### src/rtl/alu_pkg.sv
// Shared types for the multi-cycle ALU: opcodes, flag bit positions and FSM states.
package alu_pkg;

   typedef enum logic [3:0] {
      ALU_ADD  = 4'd0,
      ALU_SUB  = 4'd1,
      ALU_AND  = 4'd2,
      ALU_OR   = 4'd3,
      ALU_XOR  = 4'd4,
      ALU_NOT  = 4'd5,
      ALU_PASS = 4'd6,
      ALU_ADC  = 4'd7,
      ALU_SHL  = 4'd8,
      ALU_SHR  = 4'd9,
      ALU_SAR  = 4'd10,
      ALU_MUL  = 4'd11
   } op_e;

   localparam int FLAG_N = 3;
   localparam int FLAG_Z = 2;
   localparam int FLAG_C = 1;
   localparam int FLAG_V = 0;

   typedef enum logic [1:0] {
      IDLE,
      MUL,
      DONE
   } state_e;

endpackage

### src/rtl/alu_mul_iter.sv
// Iterative shift-add multiplier: one multiplier bit per cycle, done after SIZE steps.
module alu_mul_iter #(
   parameter int SIZE = 16
) (
   input  logic            clk,
   input  logic            reset,
   input  logic            start,
   input  logic [SIZE-1:0] a,
   input  logic [SIZE-1:0] b,
   output logic            done,
   output logic [SIZE-1:0] prod_lo,
   output logic            prod_hi_nz
);

   localparam int CW = $clog2(SIZE + 1);

   logic [2*SIZE-1:0] mcand_q, mcand_d;
   logic [2*SIZE-1:0] acc_q, acc_d;
   logic [SIZE-1:0]   mplier_q, mplier_d;
   logic [CW-1:0]     cnt_q, cnt_d;
   logic              busy_q, busy_d;

   always_comb begin
      mcand_d  = mcand_q;
      acc_d    = acc_q;
      mplier_d = mplier_q;
      cnt_d    = cnt_q;
      busy_d   = busy_q;
      done     = busy_q && (cnt_q == CW'(SIZE));
      if (start) begin
         mcand_d  = {{SIZE{1'b0}}, a};
         mplier_d = b;
         acc_d    = '0;
         cnt_d    = '0;
         busy_d   = 1'b1;
      end else if (done) begin
         busy_d = 1'b0;
      end else if (busy_q) begin
         if (mplier_q[0]) begin
            acc_d = acc_q + mcand_q;
         end
         mcand_d  = mcand_q << 1;
         mplier_d = mplier_q >> 1;
         cnt_d    = cnt_q + CW'(1);
      end
   end

   assign prod_lo    = acc_q[SIZE-1:0];
   assign prod_hi_nz = |acc_q[2*SIZE-1:SIZE];

   always_ff @(posedge clk) begin
      if (reset) begin
         mcand_q  <= '0;
         acc_q    <= '0;
         mplier_q <= '0;
         cnt_q    <= '0;
         busy_q   <= 1'b0;
      end else begin
         mcand_q  <= mcand_d;
         acc_q    <= acc_d;
         mplier_q <= mplier_d;
         cnt_q    <= cnt_d;
         busy_q   <= busy_d;
      end
   end

endmodule

### src/rtl/alu_mc.sv
// Multi-cycle ALU with valid/ready handshakes, committed flags register and
// an optional iterative multiplier.
module alu_mc
   import alu_pkg::*;
#(
   parameter int SIZE   = 16,
   parameter int MUL_EN = 1
) (
   input  logic            clk,
   input  logic            reset,
   input  logic            in_valid,
   output logic            in_ready,
   input  logic [SIZE-1:0] a,
   input  logic [SIZE-1:0] b,
   input  logic [3:0]      op,
   input  logic            flag_write,
   output logic            out_valid,
   input  logic            out_ready,
   output logic [SIZE-1:0] result,
   output logic [3:0]      alu_flags,
   output logic [3:0]      flags_reg
);

   localparam logic [SIZE-1:0] SIZE_V = SIZE[SIZE-1:0];

   state_e          state_q, state_d;
   logic [SIZE-1:0] result_q, result_d;
   logic [3:0]      flags_q, flags_d;
   logic [3:0]      flags_reg_q, flags_reg_d;
   logic            fw_q, fw_d;

   op_e             op_in;
   logic            legal, is_mul, accept, out_hs, commit, carry_in;
   logic [SIZE-1:0] addend, comb_res;
   logic            add_cin, comb_c, comb_v, big;
   logic [SIZE:0]   sum, shl_ext, shr_ext, sar_ext;
   logic [3:0]      comb_flags;
   logic            mul_start, mul_done, mul_hi_nz;
   logic [SIZE-1:0] mul_lo;

   // Single-cycle datapath, evaluated on the live inputs so it lands in the
   // result register on the accepting edge. ADC takes the carry being
   // committed on this same edge when there is one.
   always_comb begin
      op_in    = op_e'(op);
      legal    = (op <= 4'd10) || ((op == 4'd11) && (MUL_EN != 0));
      is_mul   = legal && (op_in == ALU_MUL);
      carry_in = commit ? flags_q[FLAG_C] : flags_reg_q[FLAG_C];
      addend   = (op_in == ALU_SUB) ? ~b : b;
      add_cin  = (op_in == ALU_SUB) ? 1'b1 : ((op_in == ALU_ADC) ? carry_in : 1'b0);
      sum      = {1'b0, a} + {1'b0, addend} + {{SIZE{1'b0}}, add_cin};
      big      = (b >= SIZE_V);
      shl_ext  = {1'b0, a} << b;
      shr_ext  = {a, 1'b0} >> b;
      sar_ext  = $signed({a, 1'b0}) >>> b;
      comb_res = '0;
      comb_c   = 1'b0;
      comb_v   = 1'b0;
      case (op_in)
         ALU_ADD, ALU_SUB, ALU_ADC: begin
            comb_res = sum[SIZE-1:0];
            comb_c   = sum[SIZE];
            comb_v   = (a[SIZE-1] == addend[SIZE-1]) && (sum[SIZE-1] != a[SIZE-1]);
         end
         ALU_AND:  comb_res = a & b;
         ALU_OR:   comb_res = a | b;
         ALU_XOR:  comb_res = a ^ b;
         ALU_NOT:  comb_res = ~a;
         ALU_PASS: comb_res = b;
         ALU_SHL: begin
            comb_res = big ? '0 : shl_ext[SIZE-1:0];
            comb_c   = big ? 1'b0 : shl_ext[SIZE];
         end
         ALU_SHR: begin
            comb_res = big ? '0 : shr_ext[SIZE:1];
            comb_c   = big ? 1'b0 : shr_ext[0];
         end
         ALU_SAR: begin
            comb_res = big ? {SIZE{a[SIZE-1]}} : sar_ext[SIZE:1];
            comb_c   = big ? a[SIZE-1] : sar_ext[0];
         end
         default: comb_res = '0;
      endcase
      if (legal && !is_mul) begin
         comb_flags = {comb_res[SIZE-1], (comb_res == '0), comb_c, comb_v};
      end else begin
         comb_flags = '0;
         comb_res   = '0;
      end
   end

   // Handshake control and next-state logic.
   always_comb begin
      in_ready    = (state_q == IDLE) || ((state_q == DONE) && out_ready);
      out_valid   = (state_q == DONE);
      accept      = in_valid && in_ready;
      out_hs      = out_valid && out_ready;
      commit      = out_hs && fw_q;
      mul_start   = accept && is_mul;
      state_d     = state_q;
      result_d    = result_q;
      flags_d     = flags_q;
      fw_d        = fw_q;
      flags_reg_d = commit ? flags_q : flags_reg_q;
      case (state_q)
         IDLE, DONE: begin
            if (accept) begin
               fw_d = flag_write && legal;
               if (is_mul) begin
                  state_d = MUL;
               end else begin
                  state_d  = DONE;
                  result_d = comb_res;
                  flags_d  = comb_flags;
               end
            end else if (out_hs) begin
               state_d = IDLE;
            end
         end
         MUL: begin
            if (mul_done) begin
               state_d  = DONE;
               result_d = mul_lo;
               flags_d  = {mul_lo[SIZE-1], (mul_lo == '0), mul_hi_nz, mul_hi_nz};
            end
         end
         default: state_d = IDLE;
      endcase
   end

   generate
      if (MUL_EN != 0) begin : g_mul
         alu_mul_iter #(.SIZE(SIZE)) u_mul (
            .clk        (clk),
            .reset      (reset),
            .start      (mul_start),
            .a          (a),
            .b          (b),
            .done       (mul_done),
            .prod_lo    (mul_lo),
            .prod_hi_nz (mul_hi_nz)
         );
      end else begin : g_no_mul
         assign mul_done  = 1'b0;
         assign mul_lo    = '0;
         assign mul_hi_nz = 1'b0;
      end
   endgenerate

   assign result    = result_q;
   assign alu_flags = flags_q;
   assign flags_reg = flags_reg_q;

   always_ff @(posedge clk) begin
      if (reset) begin
         state_q     <= IDLE;
         result_q    <= '0;
         flags_q     <= '0;
         flags_reg_q <= '0;
         fw_q        <= 1'b0;
      end else begin
         state_q     <= state_d;
         result_q    <= result_d;
         flags_q     <= flags_d;
         flags_reg_q <= flags_reg_d;
         fw_q        <= fw_d;
      end
   end

endmodule

### config.mk
export PLATFORM = sky130hd
export DESIGN_NAME = alu_mc
export DESIGN_NICKNAME = d
export VERILOG_FILES = /design/src/rtl/alu_pkg.sv /design/src/rtl/alu_mul_iter.sv /design/src/rtl/alu_mc.sv
export SDC_FILE = /design/constraint.sdc
export NUM_CORES = 1
export LEC_CHECK = 0
export ABC_AREA = 1
export CAP_MARGIN = 20
export CORE_UTILIZATION = 52
export DETAILED_ROUTE_END_ITERATION = 6
export PLACE_DENSITY = 0.82
export SYNTH_ARGS = -nofsm -noshare
export SYNTH_HDL_FRONTEND = slang
export SYNTH_SLANG_ARGS = --single-unit
### constraint.sdc
create_clock -name clk -period 3.73 [get_ports clk]
set_input_delay 0.373 -clock clk [delete_from_list [all_inputs] [get_ports clk]]
set_output_delay 0.373 -clock clk [all_outputs]
set_load 0.03 [all_outputs]
==> results of run 1 <==
[worst paths after layout]
kind,startpoint,to,slack (ns),cells after the start
min reg2reg,flags_reg[0],flags_reg[0],0.45,2
min,flags_reg[0],flags_reg[0],0.45,2
max reg2reg,state_q[1],alu_flags[2],0.30,20
max,op[3],result[15],0.29,17
[per-stage QoR]
stage	TNS, ns	hold WS, ns	cells	utilization (%)
5_1_grt	-0.005549	0.4822	2008	61.00
6_report	0	0.4467	2008	61.00
2_1_floorplan	0	0.4415	1666	-
3_3_place_gp	-0.08240	0.4379	1992	59.21
3_5_place_dp	-0.2820	0.4395	1992	59.21
4_1_cts	0	0.4523	2008	60.89
[critical path: cells and delay by family]
family	cells	cell delay, ns
AOI/OAI and AO/OA	5	1.03
adders and majority gates	1	0.29
xor gates and xnor gates	2	0.33
buffers and inverters	3	0.96
and+or+nand+nor	6	0.68
[cells in the mapped netlist, types with 8 or more instances]
cell	count	area share [%]
o211ai_1	12	0.87
nor4_1	8	0.48
nor3_1	11	0.53
o21ai_1	12	0.58
xnor2_1	12	1.0
nand3_1	163	7.9
a31oi_1	22	1.3
inv_1	184	6.7
nand2_1	423	15
a21oi_1	143	6.9
a221oi_1	17	1.4
clkbuf_1	41	1.5
buf_2	14	0.68
nor2_1	107	3.9
ha_1	80	9.6
o21bai_1	23	1.7
a211oi_1	11	0.80
xor2_1	32	2.7
nand4_1	35	2.1
dfxtp_1	112	22
inv_2	12	0.43
buf_1	11	0.40
o21ai_0	98	4.7
[cell families (layout without fill, tap and decap cells)]
kind of cell	count (synthesis)	count (layout)	share of synthesized area [%]
adders and majority gates	83	83	10.23
DFF	112	112	21.61
and+or+nand+nor	772	772	32.45
buffers and inverters	273	350	10.37
muxes	1	1	0.09648
xor gates and xnor gates	44	44	3.714
AOI/OAI and AO/OA	381	381	21.53
[power by group through the flow]
stage	combinational (W)	clock, W	sequential (W)
after detailed placement	0.000829	0	0.00127
after global placement	0.000822	0	0.00127
final	0.000862	0.00105	0.00124
after global routing	0.000932	0.00111	0.00124
after floorplan	0.000467	0	0.00129
after CTS	0.000834	0.00106	0.00124
[layout make-up]
| type | count | area (um^2) |
|---|---|---|
| clock buffers | 9 | 225.2 |
| clock inverters | 7 | 102.6 |
| fillers | 1905 | 7615 |
| inverters | 200 | 750.7 |
| multi-input cells | 1281 | 7092 |
| flip-flops and latches | 112 | 2243 |
| well taps | 265 | 331.6 |
| repair buffers | 134 | 1166 |
[metal layers]
| layer | up-vias | part of all wire [%] | GRT usage (%) |
|---|---|---|---|
| met1 | 5540 | 42 | 51.47 |
| met2 | 708 | 43 | 56.74 |
| met5 | - | 0 | 0 |
| met4 | 0 | 4.5 | 17.19 |
| li1 | 5760 | - | - |
| met3 | 100 | 11 | 6.673 |
==> flow_metrics.py, run 1 <==
metrics = {
    "clocking": {
        "cts_resized": 0,
        "clk_latency_ns": 0.36,
        "cts_hold_buf": 0,
        "clockRootBuffer": "clkbuf_16",
        "htree_levels": 3,
        "clock_sinks": 112,
        "postCtsSetupRepairBufs": 0,
        "tritoncts": "yes",
        "clockBufferDepth": 2,
        "cts_buffers": 9,
        "clk_pin_slew_ns": 0.08,
    },
    "placed_design": {
        "gp_congestion": 1.049,
        "post_dp_cell_area_um2": 11560,
        "numPortBuffers": 66,
        "pre_cts_slack_ns": -0.1766,
        "detailed_place_hpwl_mm": 29.85,
    },
    "floorplanning": {
        "initial_core_util_pct": 53.13,
        "fp.coreArea_um2": 19530,
        "die_area_um2": 20520,
        "die_x_um": 143.3,
        "row_count": 51,
        "ios": 67,
        "fp.dieH_um": 143.3,
    },
    "sta": {
        "finalHoldViolations": 0,
        "finalCritPeriodShare_pct": 92.31,
        "finalClockSkew_ns": 0.01457,
        "report.final.slew_viol_count": 0,
        "worst_slew_pin_slew_ns": 0.8844,
        "max_freq_mhz": 290.4,
        "setup_slack_ns": 0.2869,
        "setup_viol": 0,
        "slew-limit-headroom_pct": 40.97,
        "period_minus_slack_ns": 3.443,
    },
    "worst_setup_path": {
        "cp_max_fo": 15,
        "crit_arrival_ns": 3.69,
        "cp_common_cell": "a21oi_1",
        "crit_type": "primary input to flop",
        "slowest_stage": "clkdlybuf4s50_1",
        "worstPathRequired_ns": 3.98,
        "cpPeakStageDelay_ns": 0.51,
        "cp-start-kind": "primary input",
        "worstPathCellList": "clkdlybuf4s50_1 -> nor2_1 -> nand2_1 -> buf_4 -> xor2_1 -> ha_1 -> nand3_1 -> nand3_1 -> a21oi_1 -> nor2_1 -> a211oi_1 -> buf_4 -> xor2_1 -> a21oi_1 -> nand2_1 -> o211ai_1 -> a21oi_1",
        "critPathCaptureType": "flop",
    },
    "grt": {
        "grt_pass1_vias": 10700,
        "grt_pass1_wl_mm": 58.65,
        "grt_antenna_before_repair": 0,
        "grt_start_max_net_pins": 44,
        "grt-ovfl-total": 0,
        "track_usage_pct": 37.49,
    },
    "synthesis": {
        "synth_async_sr_flop_share_pct": 0,
        "yosysWarnings": 0,
        "netlist_instances": 1666,
        "ys.flop_type": "dfxtp_1",
        "synth_nets": 1790,
        "syn_area_um2": 10370,
        "synth_edf_count": 0,
        "ys_seq_area_share_pct": 21.61,
        "synthDistinctLibCells": 50,
        "syn_avg_cell_area_um2": 6.227,
        "synth-seq-cells": 112,
    },
    "power_and_ir_drop": {
        "p_switching_w": 0.001080,
        "power.leakage_nw": 5.814,
        "powerDensity_nw_per_um2": 264.3,
        "clkPwrFrac_pct": 33.2,
        "peakVddDrop_mv": 0.2119,
        "power_frac_comb_pct": 27.4,
        "swShare_pct": 34.30,
        "p_int_w": 0.002068,
        "power_w": 0.003148,
        "p_seq_share_pct": 39.4,
    },
    "cells_and_area": {
        "drive_gt1_share_pct": 7.401,
        "syn_to_final_growth_pct": 14.81,
        "final_cell_area_um2": 11910,
        "diodes": 0,
        "final_common_cell": "nand2_1",
        "layout_common_cells": "423 x nand2_1, 184 x inv_1, 162 x nand3_1",
        "fin_nets": 1862,
        "largest_registers": "g_mul.u_mul.acc_q x32, g_mul.u_mul.mcand_q x32",
    },
    "min_path": {
        "hp-class": "flop to flop",
    },
    "route": {
        "dr.pass1.iters": 6,
        "vias_per_cell": 6.030,
        "drt_iter0_markers": 1345,
        "ant_nets": 0,
        "wl_per_cell_um": 19.04,
        "drt_wl_total_mm": 38.24,
        "num_vias": 12110,
        "remaining_drc_errors": 0,
    },
    "run": {
        "maxCapViolations": 0,
    },
    "outcome": {
        "status": "complete, no violations",
    },
}
(Power assumes the default switching activity.)
==> run 2, diff against run 1 <==
- RECOVER_POWER: default -> 25
==> run 2 against run 1 <==
The run now ends with max-capacitance violations, max-slew violations left. Global-route usage is the same. First-iteration DRC count fell by 10%. Final cell count is the same. Total power decreased by 0.12%. Count of clock-buffer cells in the layout is the same. Cell area is 0.15% lower. Combinational power fell by 0.6%. Die area unchanged. Clock skew up 0.0013 ns.
==> flow_metrics.py, run 2 (synthesis gave the netlist of run 1 again) <==
metrics = {
    "worst_setup_path": {
        "cp_common_cell": "a21oi_1",
        "slowest_stage": "clkdlybuf4s50_1",
        "crit_arrival_ns": 3.72,
        "crit_type": "primary input to flop",
        "cp_top_family": "compound AO/OA/AOI/OAI gates",
        "cp-start-kind": "primary input",
        "reg2reg_slack_ns": 0.30,
        "path_buf_inv": 3,
        "critPathCaptureType": "flop",
        "cp_max_fo": 15,
        "worstPathRequired_ns": 3.98,
        "cpPeakStageDelay_ns": 0.51,
        "worstPathCellList": "clkdlybuf4s50_1 -> nor2_1 -> nand2_1 -> buf_4 -> xor2_1 -> ha_1 -> nand3_1 -> nand3_1 -> a21oi_1 -> nor2_1 -> a211oi_1 -> buf_4 -> xor2_1 -> a21oi_1 -> nand2_1 -> o211ai_1 -> a21oi_1",
    },
    "sta": {
        "finalCritPeriodShare_pct": 92.94,
        "finalHoldViolations": 0,
        "worst_slew_pin_slew_ns": 1.706,
        "max_freq_mhz": 288.5,
        "hold_ws_ns": 0.4436,
        "slew-limit-headroom_pct": -13.76,
        "finalSetupTns_ns": 0,
        "period_minus_slack_ns": 3.467,
        "finalClockSkew_ns": 0.01590,
        "report.final.slew_viol_count": 35,
        "setup_viol": 0,
    },
    "cells_and_area": {
        "largest_registers": "g_mul.u_mul.acc_q x32, g_mul.u_mul.mcand_q x32",
        "multiInputGateArea_um2": 7087,
        "seqCellArea_um2": 2243,
        "final_common_cell": "nand2_1",
        "diodes": 0,
        "fillers": 1912,
        "drive_gt1_share_pct": 7.114,
        "final_core_util_pct": 60.91,
        "layout_common_cells": "423 x nand2_1, 184 x inv_1, 162 x nand3_1",
        "final_cell_area_um2": 11890,
        "fin_nets": 1862,
        "syn_to_final_growth_pct": 14.64,
    },
    "power_and_ir_drop": {
        "powerDensity_nw_per_um2": 264.4,
        "power.leakage_nw": 5.876,
        "peakVddDrop_mv": 0.2116,
    },
    "floorplanning": {
        "die_area_um2": 20520,
        "initial_core_util_pct": 53.13,
        "die_x_um": 143.3,
        "ios": 67,
        "row_count": 51,
        "fp.coreArea_um2": 19530,
        "fp.dieH_um": 143.3,
    },
    "outcome": {
        "status": "finished, violations left",
        "violations": "max-capacitance violations, max-slew violations",
    },
    "grt": {
        "grt_start_max_net_pins": 44,
        "track_usage_pct": 37.49,
        "grt_pass1_vias": 10700,
        "grt_pass1_wl_mm": 58.65,
        "grt-ovfl-total": 0,
        "grt_antenna_before_repair": 0,
    },
    "route": {
        "ant_nets": 0,
        "drt_iter0_markers": 1207,
        "dr.pass1.iters": 6,
        "vias_per_cell": 6.023,
        "drt_wl_total_mm": 38.31,
        "remaining_drc_errors": 0,
        "wl_per_cell_um": 19.08,
        "num_vias": 12090,
    },
    "clocking": {
        "clock_sinks": 112,
        "cts_buffers": 9,
        "clk_pin_slew_ns": 0.08,
        "clockRootBuffer": "clkbuf_16",
        "htree_levels": 3,
        "clk_latency_ns": 0.36,
        "clockBufferDepth": 2,
        "tritoncts": "yes",
        "postCtsSetupRepairBufs": 0,
    },
    "placed_design": {
        "post_dp_cell_area_um2": 11560,
        "detailed_place_hpwl_mm": 29.85,
        "numPortBuffers": 66,
        "gp_congestion": 1.049,
    },
    "min_path": {
        "hp-class": "flop to flop",
    },
    "run": {
        "maxCapViolations": 1,
    },
}
-- run 2: changes by cell type in the layout (fill, tap and decap cells not counted) --
| cell | previous run | this run |
|---|---|---|
| nor3_1 | 10 | 11 |
| nor3_2 | 2 | 1 |
| clkdlybuf4s50_1 | 65 | 40 |
| clkbuf_1 | 0 | 4 |
| buf_2 | 1 | 0 |
| buf_4 | 68 | 65 |
| dlygate4sd3_1 | 0 | 25 |
-- run 2: layout make-up --
cell class / count / area share, %
Timing Repair Buffer: 134 / 9.699
Sequential cell: 112 / 18.86
Multi-Input combinational cell: 1281 / 59.58
Inverter: 200 / 6.312
Tap cell: 265 / 2.788
Clock inverter: 7 / 0.8626
Clock buffer: 9 / 1.894
-- run 2: routing by layer --
layer / share of wire, % / routed length (um) / vias up / GRT usage [%]
met1: 42 / 16090 / 5528 / 51.47
met5: 0 / 0 / - / 0
met3: 11 / 4187 / 100 / 6.673
met4: 4.7 / 1798 / 0 / 17.19
li1: - / - / 5763 / -
met2: 42 / 16230 / 703 / 56.74
-- run 2: final timing paths --
kind / from / endpoint / cells after the start
min: flags_reg[0] / flags_reg[0] / 2
min reg2reg: flags_reg[0] / flags_reg[0] / 2
max: op[3] / result[15] / 17
max reg2reg: state_q[1] / alu_flags[2] / 20
-- run 2: worst register-to-register path: stages, from the launching register on --
cell	delay, ns
dfxtp_2	0.35
inv_1	0.05
nor2_2	0.12
nand3_2	0.12
mux2i_1	0.17
buf_4	0.16
o21ai_0	0.10
fa_2	0.38
fa_1	0.42
a21oi_2	0.15
o21ai_2	0.09
or2_2	0.28
nand3_1	0.09
nand3_1	0.08
a31oi_1	0.18
nand2_1	0.08
nor2_2	0.17
nand3_1	0.09
nor2_1	0.11
nand3_1	0.08
a21oi_1	0.12
-- run 2: what timing repair did --
item,CTS,global route
setup endpoints to repair,0,9
gates resized for setup,0,7
hold buffers,0,0
-- run 2: per-stage QoR --
stage	worst slack (ns)	power [W]	instances
2_1_floorplan	0.09542	0.001761	1666
3_3_place_gp	-0.08240	0.002089	1992
3_5_place_dp	-0.1766	0.002097	1992
4_1_cts	0.08011	0.003134	2008
5_1_grt	-0.007113	0.003275	2008
6_report	0.2632	0.003145	2008
-- run 2: power breakdown --
| part | switching (W) | total [W] | internal (W) |
|---|---|---|---|
| registers | 0.0000193 | 0.00124 | 0.00122 |
| clock network | 0.000506 | 0.00105 | 0.000543 |
| logic | 0.000558 | 0.000857 | 0.000298 |
| total | 0.00108 | 0.00314 | 0.00206 |
==> run 3, diff against run 2 <==
- CELL_PAD_IN_SITES_DETAIL_PLACEMENT: default -> 2
- CELL_PAD_IN_SITES_GLOBAL_PLACEMENT: default -> 2
- CORE_ASPECT_RATIO: default -> 1.75
- CORE_UTILIZATION: 52 -> 30
- PLACE_DENSITY: 0.82 -> 0.86
==> run 3 against run 2 <==
The run now ends clean. Flip-flop and latch count unchanged. Count of clock-buffer cells in the layout up 1. Clock skew down 0.0038 ns. Die area grew 72%. Via count rose by 8.0%. Final cell count is 13% higher. Critical path depth rose by 7. Sequential power hardly changed. Non-clock buffer count rose by 62. First-iteration DRC count down 54%. Core utilization down 24 points. Critical path type unchanged. Largest cell class unchanged.
==> flow_metrics.py, run 3 (synthesis gave the netlist of run 1 again) <==
metrics = {
    "outcome": {
        "status": "complete, no violations",
    },
    "placed_design": {
        "place_inst": 2244,
        "post_dp_cell_area_um2": 12320,
        "numPortBuffers": 66,
        "detailed_place_hpwl_mm": 48.76,
        "gp_congestion": 1.076,
    },
    "floorplanning": {
        "fp.dieH_um": 248.0,
        "ios": 67,
        "die_area_um2": 35360,
        "die_x_um": 142.6,
        "fp.coreArea_um2": 33850,
        "row_count": 89,
        "initial_core_util_pct": 30.65,
    },
    "clocking": {
        "clk_latency_ns": 0.38,
        "cts_resized": 0,
        "htree_levels": 3,
        "clock_sinks": 112,
        "tritoncts": "yes",
        "cts_hold_buf": 0,
        "postCtsSetupRepairBufs": 0,
        "clockBufferDepth": 2,
        "cts_buffers": 9,
        "clockRootBuffer": "clkbuf_16",
        "clk_pin_slew_ns": 0.08,
    },
    "power_and_ir_drop": {
        "power_w": 0.003252,
        "powerDensity_nw_per_um2": 257.7,
        "p_switching_w": 0.001197,
        "clkPwrFrac_pct": 30.4,
        "p_int_w": 0.002055,
        "peakVddDrop_mv": 0.1951,
        "power_frac_comb_pct": 31.3,
        "swShare_pct": 36.81,
        "p_seq_share_pct": 38.3,
        "power.leakage_nw": 6.177,
    },
    "sta": {
        "worst_slew_pin_slew_ns": 0.9275,
        "max_freq_mhz": 283.3,
        "rsz0062_at_grt": "no",
        "setup_viol": 0,
        "finalCritPeriodShare_pct": 94.63,
        "finalSetupTns_ns": 0,
        "finalClockSkew_ns": 0.01213,
        "period_minus_slack_ns": 3.530,
        "finalHoldViolations": 0,
        "hold_ws_ns": 0.4586,
        "slew-limit-headroom_pct": 37.94,
        "report.final.slew_viol_count": 0,
    },
    "route": {
        "num_vias": 13060,
        "ant_nets": 0,
        "drt_iter0_markers": 561,
        "dr.pass1.iters": 5,
        "remaining_drc_errors": 0,
        "wl_per_cell_um": 26.90,
        "drt_wl_total_mm": 60.79,
        "vias_per_cell": 5.778,
    },
    "cells_and_area": {
        "largest_registers": "g_mul.u_mul.acc_q x32, g_mul.u_mul.mcand_q x32",
        "syn_to_final_growth_pct": 21.62,
        "layout_common_cells": "423 x nand2_1, 184 x inv_1, 162 x nand3_1",
        "final_common_cell": "nand2_1",
        "instances_no_fill": 2260,
        "diodes": 0,
        "final_cell_area_um2": 12620,
        "drive_gt1_share_pct": 10.42,
        "fin_nets": 1924,
    },
    "worst_setup_path": {
        "worstPathRequired_ns": 4.04,
        "slowest_stage": "clkdlybuf4s50_1",
        "worstPathCellList": "clkdlybuf4s50_1 -> nor2_1 -> nand2_1 -> buf_4 -> xor2_1 -> ha_1 -> nand3_1 -> nand3_2 -> inv_1 -> o21ai_1 -> inv_1 -> nand2_1 -> nand3_1 -> nand2_1 -> a21oi_1 -> buf_4 -> nand2_1 -> inv_1 -> nand3_1 -> nor2_1 -> nand3_1 -> nor2_1 -> nand3_1 -> a21oi_1",
        "cp_common_cell": "nand3_1",
        "crit_type": "primary input to flop",
        "critPathCaptureType": "flop",
        "reg2reg_depth": 24,
        "cp-start-kind": "primary input",
        "cpPeakStageDelay_ns": 0.44,
        "crit_arrival_ns": 3.83,
        "r2r_start": "state_q[1]",
        "cp_max_fo": 5,
        "rr_endpoint": "alu_flags[2]",
        "reg2reg_slack_ns": 0.28,
    },
    "grt": {
        "grt_antenna_before_repair": 1,
        "met3_usage_pct": 6.863,
        "met1_usage_pct": 28.93,
        "grt_pass1_wl_mm": 90.16,
        "grt_pass1_vias": 14760,
        "grt_use_met2_pct": 65.34,
        "grt-ovfl-total": 0,
        "top_usage_layer": "met2",
        "track_usage_pct": 35.29,
        "grt_start_max_net_pins": 54,
    },
    "run": {
        "maxCapViolations": 0,
    },
    "min_path": {
        "min_path_cells": 2,
        "worstHoldStart": "flags_reg[3]",
        "whs_endpoint": "flags_reg[3]",
        "hp-class": "flop to flop",
    },
}
-- run 3: final cells by class --
type / instances / area [um^2]
Multi-Input combinational cell: 1281 / 7091
Timing Repair Buffer: 196 / 1677
Clock inverter: 6 / 50.05
Fill cell: 4215 / 21230
Sequential cell: 112 / 2242
Inverter: 200 / 750.7
Clock buffer: 10 / 239.0
Tap cell: 455 / 569.3
-- run 3: critical path, delay by kind of cell --
kind	cells	cell delay, ns
AND/OR/NAND/NOR	13	1.39
buffers and inverters	6	1.06
AO/OA/AOI/OAI	3	0.47
adder cells (fa/ha/maj)	1	0.29
XOR/XNOR	1	0.25
-- run 3: power by group through the flow --
stage | sequential, W | combinational (W) | clock (W)
after floorplan | 0.00129 | 0.000467 | 0
after global placement | 0.00127 | 0.000956 | 0
after detailed placement | 0.00127 | 0.000994 | 0
after CTS | 0.00125 | 0.00100 | 0.00101
after global routing | 0.00125 | 0.00108 | 0.00105
final | 0.00125 | 0.00102 | 0.000989
-- run 3: how the worst max path moves through the flow --
stage | startpoint | endpoint | slack [ns] | cells past startpoint
global route | op[2] | alu_flags[2] | 0.003 | 24
global placement | op[2] | alu_flags[2] | -0.06 | 18
detailed placement | op[2] | alu_flags[2] | -0.27 | 18
finish | op[2] | alu_flags[2] | 0.20 | 24
CTS | state_q[1] | alu_flags[2] | 0.04 | 19
floorplan | state_q[1] | alu_flags[2] | 0.1 | 19
-- run 3: routing by layer --
metal  wire length [um]  vias to the layer above
li1                   -                     5867
met1              18870                     6482
met2              31370                      410
met3               2502                      299
met4               8045                        0
met5                  0                        -
-- run 3: stage by stage --
step	util, %	setup slack [ns]
after global placement	36.38	-0.05918
after CTS	37.23	0.03992
after detailed placement	36.38	-0.2728
final	37.27	0.2004
after global routing	37.27	0.003260
after floorplan	-	0.09542
